### src/rtl/mux_arbiter_pkg.sv
// Shared types and default constants for the two-requester mux arbiter.
package mux_arbiter_pkg;

  localparam int DEFAULT_WIDTH    = 8;
  localparam int DEFAULT_MAX_HOLD = 4;

  typedef enum logic [1:0] {
    IDLE  = 2'b00,
    GNT_A = 2'b01,
    GNT_B = 2'b10
  } state_e;

  typedef enum logic {
    SIDE_A = 1'b0,
    SIDE_B = 1'b1
  } side_e;

  // Last hold count a grant may reach before a contested handover (1..15 legal).
  function automatic logic [3:0] holdLimit(input int maxHold);
    return 4'(maxHold - 1);
  endfunction

endpackage

### src/rtl/mux_arbiter_if.sv
// Request/grant and data bundle between the two requesters and the arbiter.
interface mux_arbiter_if
  import mux_arbiter_pkg::*;
#(
  parameter int WIDTH = DEFAULT_WIDTH
);

  logic             req_a;
  logic             req_b;
  logic [WIDTH-1:0] a;
  logic [WIDTH-1:0] b;
  logic             gnt_a;
  logic             gnt_b;
  logic             sel;
  logic [WIDTH-1:0] y;
  logic             y_valid;

  modport master (
    output req_a, req_b, a, b,
    input  gnt_a, gnt_b, sel, y, y_valid
  );

  modport slave (
    input  req_a, req_b, a, b,
    output gnt_a, gnt_b, sel, y, y_valid
  );

endinterface

### src/rtl/mux_arbiter_mux2.sv
// One-bit 2:1 multiplexer built from gate primitives: y = sel ? b : a.
module mux_arbiter_mux2 (
  input  wire a,
  input  wire b,
  input  wire sel,
  output wire y
);

  wire selN;
  wire pickA;
  wire pickB;

  not u_inv  (selN, sel);
  and u_andA (pickA, a, selN);
  and u_andB (pickB, b, sel);
  or  u_or   (y, pickA, pickB);

endmodule

### src/rtl/mux_arbiter.sv
// Two-requester arbiter with bounded hold time driving a gate-level shared mux.
module mux_arbiter
  import mux_arbiter_pkg::*;
#(
  parameter int WIDTH    = DEFAULT_WIDTH,
  parameter int MAX_HOLD = DEFAULT_MAX_HOLD
) (
  input  logic          clk,
  input  logic          rst_n,
  mux_arbiter_if.slave  arb_io
);

  localparam logic [3:0] HOLD_LAST = holdLimit(MAX_HOLD);

  state_e     state_q, state_d;
  logic [3:0] holdCnt_q, holdCnt_d;
  side_e      lastGnt_q, lastGnt_d;
  logic       sel_q, sel_d;
  wire  [WIDTH-1:0] yBits;

  // lastGnt resets to B so that A wins the first tie after reset.
  always_ff @(posedge clk or negedge rst_n) begin
    if (!rst_n) begin
      state_q   <= IDLE;
      holdCnt_q <= 4'd0;
      lastGnt_q <= SIDE_B;
      sel_q     <= 1'b0;
    end else begin
      state_q   <= state_d;
      holdCnt_q <= holdCnt_d;
      lastGnt_q <= lastGnt_d;
      sel_q     <= sel_d;
    end
  end

  always_comb begin
    state_d   = state_q;
    holdCnt_d = holdCnt_q;
    lastGnt_d = lastGnt_q;
    sel_d     = sel_q;

    case (state_q)
      IDLE: begin
        if (arb_io.req_a && !arb_io.req_b) begin
          state_d = GNT_A;
        end else if (!arb_io.req_a && arb_io.req_b) begin
          state_d = GNT_B;
        end else if (arb_io.req_a && arb_io.req_b) begin
          state_d = (lastGnt_q == SIDE_B) ? GNT_A : GNT_B;
        end
      end
      GNT_A: begin
        if (!arb_io.req_a) begin
          state_d = arb_io.req_b ? GNT_B : IDLE;
        end else if (arb_io.req_b && (holdCnt_q == HOLD_LAST)) begin
          state_d = GNT_B;
        end
      end
      GNT_B: begin
        if (!arb_io.req_b) begin
          state_d = arb_io.req_a ? GNT_A : IDLE;
        end else if (arb_io.req_a && (holdCnt_q == HOLD_LAST)) begin
          state_d = GNT_A;
        end
      end
      default: state_d = IDLE;
    endcase

    // Count restarts on every grant entry and saturates while the grant is kept.
    if (state_d == IDLE || state_d != state_q) begin
      holdCnt_d = 4'd0;
    end else if (holdCnt_q != HOLD_LAST) begin
      holdCnt_d = holdCnt_q + 4'd1;
    end

    if (state_d == GNT_A) begin
      lastGnt_d = SIDE_A;
      sel_d     = 1'b0;
    end else if (state_d == GNT_B) begin
      lastGnt_d = SIDE_B;
      sel_d     = 1'b1;
    end
  end

  for (genvar i = 0; i < WIDTH; i++) begin : g_mux
    mux_arbiter_mux2 u_mux2 (
      .a   (arb_io.a[i]),
      .b   (arb_io.b[i]),
      .sel (sel_q),
      .y   (yBits[i])
    );
  end

  assign arb_io.gnt_a   = (state_q == GNT_A);
  assign arb_io.gnt_b   = (state_q == GNT_B);
  assign arb_io.sel     = sel_q;
  assign arb_io.y       = yBits;
  assign arb_io.y_valid = (state_q == GNT_A) || (state_q == GNT_B);

endmodule

### src/flat_wrapper.sv
// flat-port wrapper written by rule: the top's interface ports become plain ports
module mux_arbiter_flat import mux_arbiter_pkg::*;
#(
  parameter int WIDTH    = DEFAULT_WIDTH,
  parameter int MAX_HOLD = DEFAULT_MAX_HOLD
)
  (clk, rst_n, arb_io_req_a, arb_io_req_b, arb_io_a, arb_io_b, arb_io_gnt_a, arb_io_gnt_b, arb_io_sel, arb_io_y, arb_io_y_valid);
  mux_arbiter_if #(.WIDTH(WIDTH)) arb_io_i ();
  input  logic clk;
  input  logic rst_n;
  input wire logic [$bits(arb_io_i.req_a)-1:0] arb_io_req_a;
  input wire logic [$bits(arb_io_i.req_b)-1:0] arb_io_req_b;
  input wire logic [$bits(arb_io_i.a)-1:0] arb_io_a;
  input wire logic [$bits(arb_io_i.b)-1:0] arb_io_b;
  output wire logic [$bits(arb_io_i.gnt_a)-1:0] arb_io_gnt_a;
  output wire logic [$bits(arb_io_i.gnt_b)-1:0] arb_io_gnt_b;
  output wire logic [$bits(arb_io_i.sel)-1:0] arb_io_sel;
  output wire logic [$bits(arb_io_i.y)-1:0] arb_io_y;
  output wire logic [$bits(arb_io_i.y_valid)-1:0] arb_io_y_valid;
  assign arb_io_i.req_a = arb_io_req_a;
  assign arb_io_i.req_b = arb_io_req_b;
  assign arb_io_i.a = arb_io_a;
  assign arb_io_i.b = arb_io_b;
  assign arb_io_gnt_a = arb_io_i.gnt_a;
  assign arb_io_gnt_b = arb_io_i.gnt_b;
  assign arb_io_sel = arb_io_i.sel;
  assign arb_io_y = arb_io_i.y;
  assign arb_io_y_valid = arb_io_i.y_valid;
  mux_arbiter #(.WIDTH(WIDTH), .MAX_HOLD(MAX_HOLD)) u_core (.clk(clk), .rst_n(rst_n), .arb_io(arb_io_i));
endmodule
### config.mk
export PLATFORM = sky130hd
export DESIGN_NAME = mux_arbiter_flat
export DESIGN_NICKNAME = d
export VERILOG_FILES = /design/src/rtl/mux_arbiter_pkg.sv /design/src/rtl/mux_arbiter_if.sv /design/src/rtl/mux_arbiter_mux2.sv /design/src/rtl/mux_arbiter.sv /design/src/flat_wrapper.sv
export SDC_FILE = /design/constraint.sdc
export NUM_CORES = 1
export LEC_CHECK = 0
export CORE_ASPECT_RATIO = 0.8
export CORE_MARGIN = 5
export CORE_UTILIZATION = 45
export CTS_CLUSTER_DIAMETER = 30
export DETAILED_ROUTE_END_ITERATION = 10
export HOLD_SLACK_MARGIN = 0.05
export PLACE_DENSITY = 0.84
export SLEW_MARGIN = 20
export SYNTH_ARGS = -nofsm -noshare
export SYNTH_HDL_FRONTEND = slang
export SYNTH_HIERARCHICAL = 1
export SYNTH_SLANG_ARGS = --single-unit
### constraint.sdc
create_clock -name clk -period 6.6 [get_ports clk]
set_input_delay 1.32 -clock clk [delete_from_list [all_inputs] [get_ports clk]]
set_output_delay 1.32 -clock clk [all_outputs]
set_load 0.01 [all_outputs]
==> results.sh <==
export IMPL_pwr_share_clk=0.107
export IMPL_powerDensity_nw_per_um2=349
export IMPL_p_leak_nw=0.493
export IMPL_nets=143
export IMPL_p_sw_frac=0.415
export IMPL_drt_pre_antenna_iters=4
export IMPL_avgRoutedWirePerCell_um=15.0
export IMPL_grt_use_total=0.161
export IMPL_hpwlAfterDp_um=1650
export IMPL_path_max_fanout=1
export IMPL_period_needed_ns=3.80
export IMPL_tritoncts="done"
export IMPL_sequentialPowerShare=0.236
export IMPL_p_int_mw=0.231
export IMPL_fill_cells=130
export IMPL_hold_depth=2
export IMPL_cp_required_ns=5.28
export IMPL_grt_setup_unrepaired="false"
export IMPL_drive_gt1_frac=0.174
export IMPL_switching_power_mw=0.164
export IMPL_htreeDepth=1
export IMPL_hold_start="u_core/lastGnt_q"
export IMPL_synth_nets=108
export IMPL_vias=752
export IMPL_hold_end="u_core/lastGnt_q"
export IMPL_cap_viol_max_count=0
export IMPL_synthFlopType="dfrtp_1"
export IMPL_cts_sinks=8
export IMPL_detail_route_iter0_violations=40
export IMPL_arrival_ns=2.48
export IMPL_max_vdd_ir_drop_uv=237
export IMPL_grt_pass1_wl_um=3150
export IMPL_dieArea_um2=2660
export IMPL_skew_ns=0.00450
export IMPL_final_common_cell="clkdlybuf4s50_1"
export IMPL_yosysUniqueCellTypes=33
export IMPL_rows=13
export IMPL_via_per_inst=5.49
export IMPL_ys_warn_count=6
export IMPL_regToRegStartpoint="u_core/state_q[1]"
export IMPL_yosys_register_bits=8
export IMPL_antenna_cells=0
export IMPL_criticalPathCategory="input port to output port"
export IMPL_tightest_slew_ns=0.512
export IMPL_clock_root_buffer="clkbuf_4"
export IMPL_r2r_slack_ns=3.88
export IMPL_reg2reg_to="u_core/holdCnt_q[1]"
export IMPL_ios=32
export IMPL_antenna_found_initial=0
export IMPL_gp_congestion=0.835
export IMPL_cp_end_kind="output port"
export IMPL_grt_max_degree=13
export IMPL_hold_viol=0
export IMPL_seq_area_frac_synth=0.259
export IMPL_postLayoutCoreUtil=0.697
export IMPL_synth_simple_gate_area_frac=0.148
export IMPL_cts_buffers=3
export IMPL_grt_pass1_vias=668
export IMPL_post_cts_buffers=0
export IMPL_syn_area_um2=777
export IMPL_synth_xor_area_share=0.0225
export IMPL_synth_top_family_by_area="compound AO/OA/AOI/OAI gates"
export IMPL_rr_worst_depth=11
export IMPL_clk_latency_ns=0.26
export IMPL_start_util=0.478
export IMPL_startpoint_type="input port"
export IMPL_async_reset_ff_frac=1.00
export IMPL_path_clk_slew_ns=0.06
export IMPL_p_comb_frac=0.657
export IMPL_die_h_um=47.2
export IMPL_design_core_area_um2=1630
export IMPL_synth_edf_count=0
export IMPL_clock_fmax_mhz=263
export IMPL_slew_headroom=0.658
export IMPL_grt_ovfl_total=0
export IMPL_ctsHoldBuffers=0
export IMPL_synth_area_per_cell_um2=9.59
export IMPL_die_width_um=56.5
export IMPL_cts_buffer_depth=2
export IMPL_hold_class="flip-flop to flip-flop"
export IMPL_fin_setup_tns_ns=0
export IMPL_areaGrowthSynthToFinish_pct=45.9
export IMPL_whs_ns=0.528
export IMPL_postRouteAntennaNets=0
export IMPL_muxShareOfSynthArea=0.195
export IMPL_finalSetupViolCount=0
export IMPL_syn_instance_count=81
export IMPL_synth_compound_area_frac=0.224
export IMPL_wirelength_um=2050
export IMPL_drc=0
export IMPL_portBuffers=31
export IMPL_layout_common_cells="clkdlybuf4s50_1 (31), mux2_4 (8), nand2_1 (7), ha_1 (7), dfrtp_1 (7)"
export IMPL_synth_fa_ha_area_frac=0.113
export IMPL_status="finished clean"
export IMPL_period_share=0.577
export IMPL_final_max_slew_viol_count=0
export IMPL_cts_repair_resize_count=0
-- layer usage --
metal	GRT usage	vias up	wire, um
li1	-	360	-
met1	0.209	359	885
met3	0.0522	2	119
met4	0.0711	0	12
met2	0.249	31	1040
met5	0	-	0
-- critical path, cell delays in order --
cell	delay (ns)
clkdlybuf4s50_1	0.41
mux2_4	0.26
clkdlybuf4s50_1	0.49
-- through the flow --
stage	setup WS [ns]	area (um2)	power [mW]	cells
after detailed placement	2.79	1110	0.352	133
after floorplan	3.61	777	0.258	81
after global placement	2.81	1110	0.344	133
final	2.80	1130	0.395	137
after global routing	2.77	1130	0.425	137
after CTS	2.79	1130	0.397	137
-- layout make-up --
class | instances | area [um2] | share of cell area
clock buffers | 4 | 26.3 | 0.0232
well taps | 22 | 27.5 | 0.0243
flip-flops and latches | 8 | 201 | 0.178
multi-input cells | 66 | 546 | 0.481
repair buffers | 31 | 310 | 0.274
inverters | 6 | 22.5 | 0.0199
-- sequential cells by signal (all words and copies together) (netlist names) --
signal,cells
u_core/holdCnt_q,4
u_core/state_q,2
u_core/arb_io.sel,1
u_core/lastGnt_q,1
-- cell families (layout without fill, tap and decap cells) --
kind of cell / after synthesis / after routing
DFF: 8 / 8
adders and majority gates: 7 / 7
AOI/OAI and AO/OA: 24 / 24
buffers and inverters: 7 / 41
and+or+nand+nor: 22 / 22
xor gates and xnor gates: 2 / 2
muxes: 11 / 11
-- worst max path at each step --
| stage | start | end | slack [ns] | cells past startpoint |
|---|---|---|---|---|
| 5_1_grt | arb_io_a[1] | arb_io_y[1] | 2.77 | 3 |
| 6_report | arb_io_a[2] | arb_io_y[2] | 2.80 | 3 |
| 2_1_floorplan | arb_io_req_a | u_core/holdCnt_q[1] | 3.61 | 10 |
| 3_5_place_dp | arb_io_a[2] | arb_io_y[2] | 2.79 | 3 |
| 4_1_cts | arb_io_a[2] | arb_io_y[2] | 2.79 | 3 |
| 3_3_place_gp | arb_io_a[6] | arb_io_y[6] | 2.81 | 3 |
-- synth_stat cells, drive strengths merged (3+ instances only) --
library cell / number / area [um2]
nand3: 3 / 15.0
o21ai: 6 / 30.0
nand2: 7 / 26.3
inv: 6 / 22.5
o211ai: 3 / 27.5
dfrtp: 7 / 175
nor2: 6 / 22.5
mux2: 9 / 131
a21oi: 3 / 18.8
ha: 7 / 87.6
-- power by group through the flow --
stage	sequential [mW]	clock [mW]	combinational [mW]
floorplan	0.0884	0	0.170
global placement	0.0929	0	0.251
detailed placement	0.0931	0	0.259
CTS	0.0927	0.0442	0.260
global route	0.0956	0.0492	0.280
finish	0.0934	0.0424	0.260
Power figures use the tool's default switching activity.
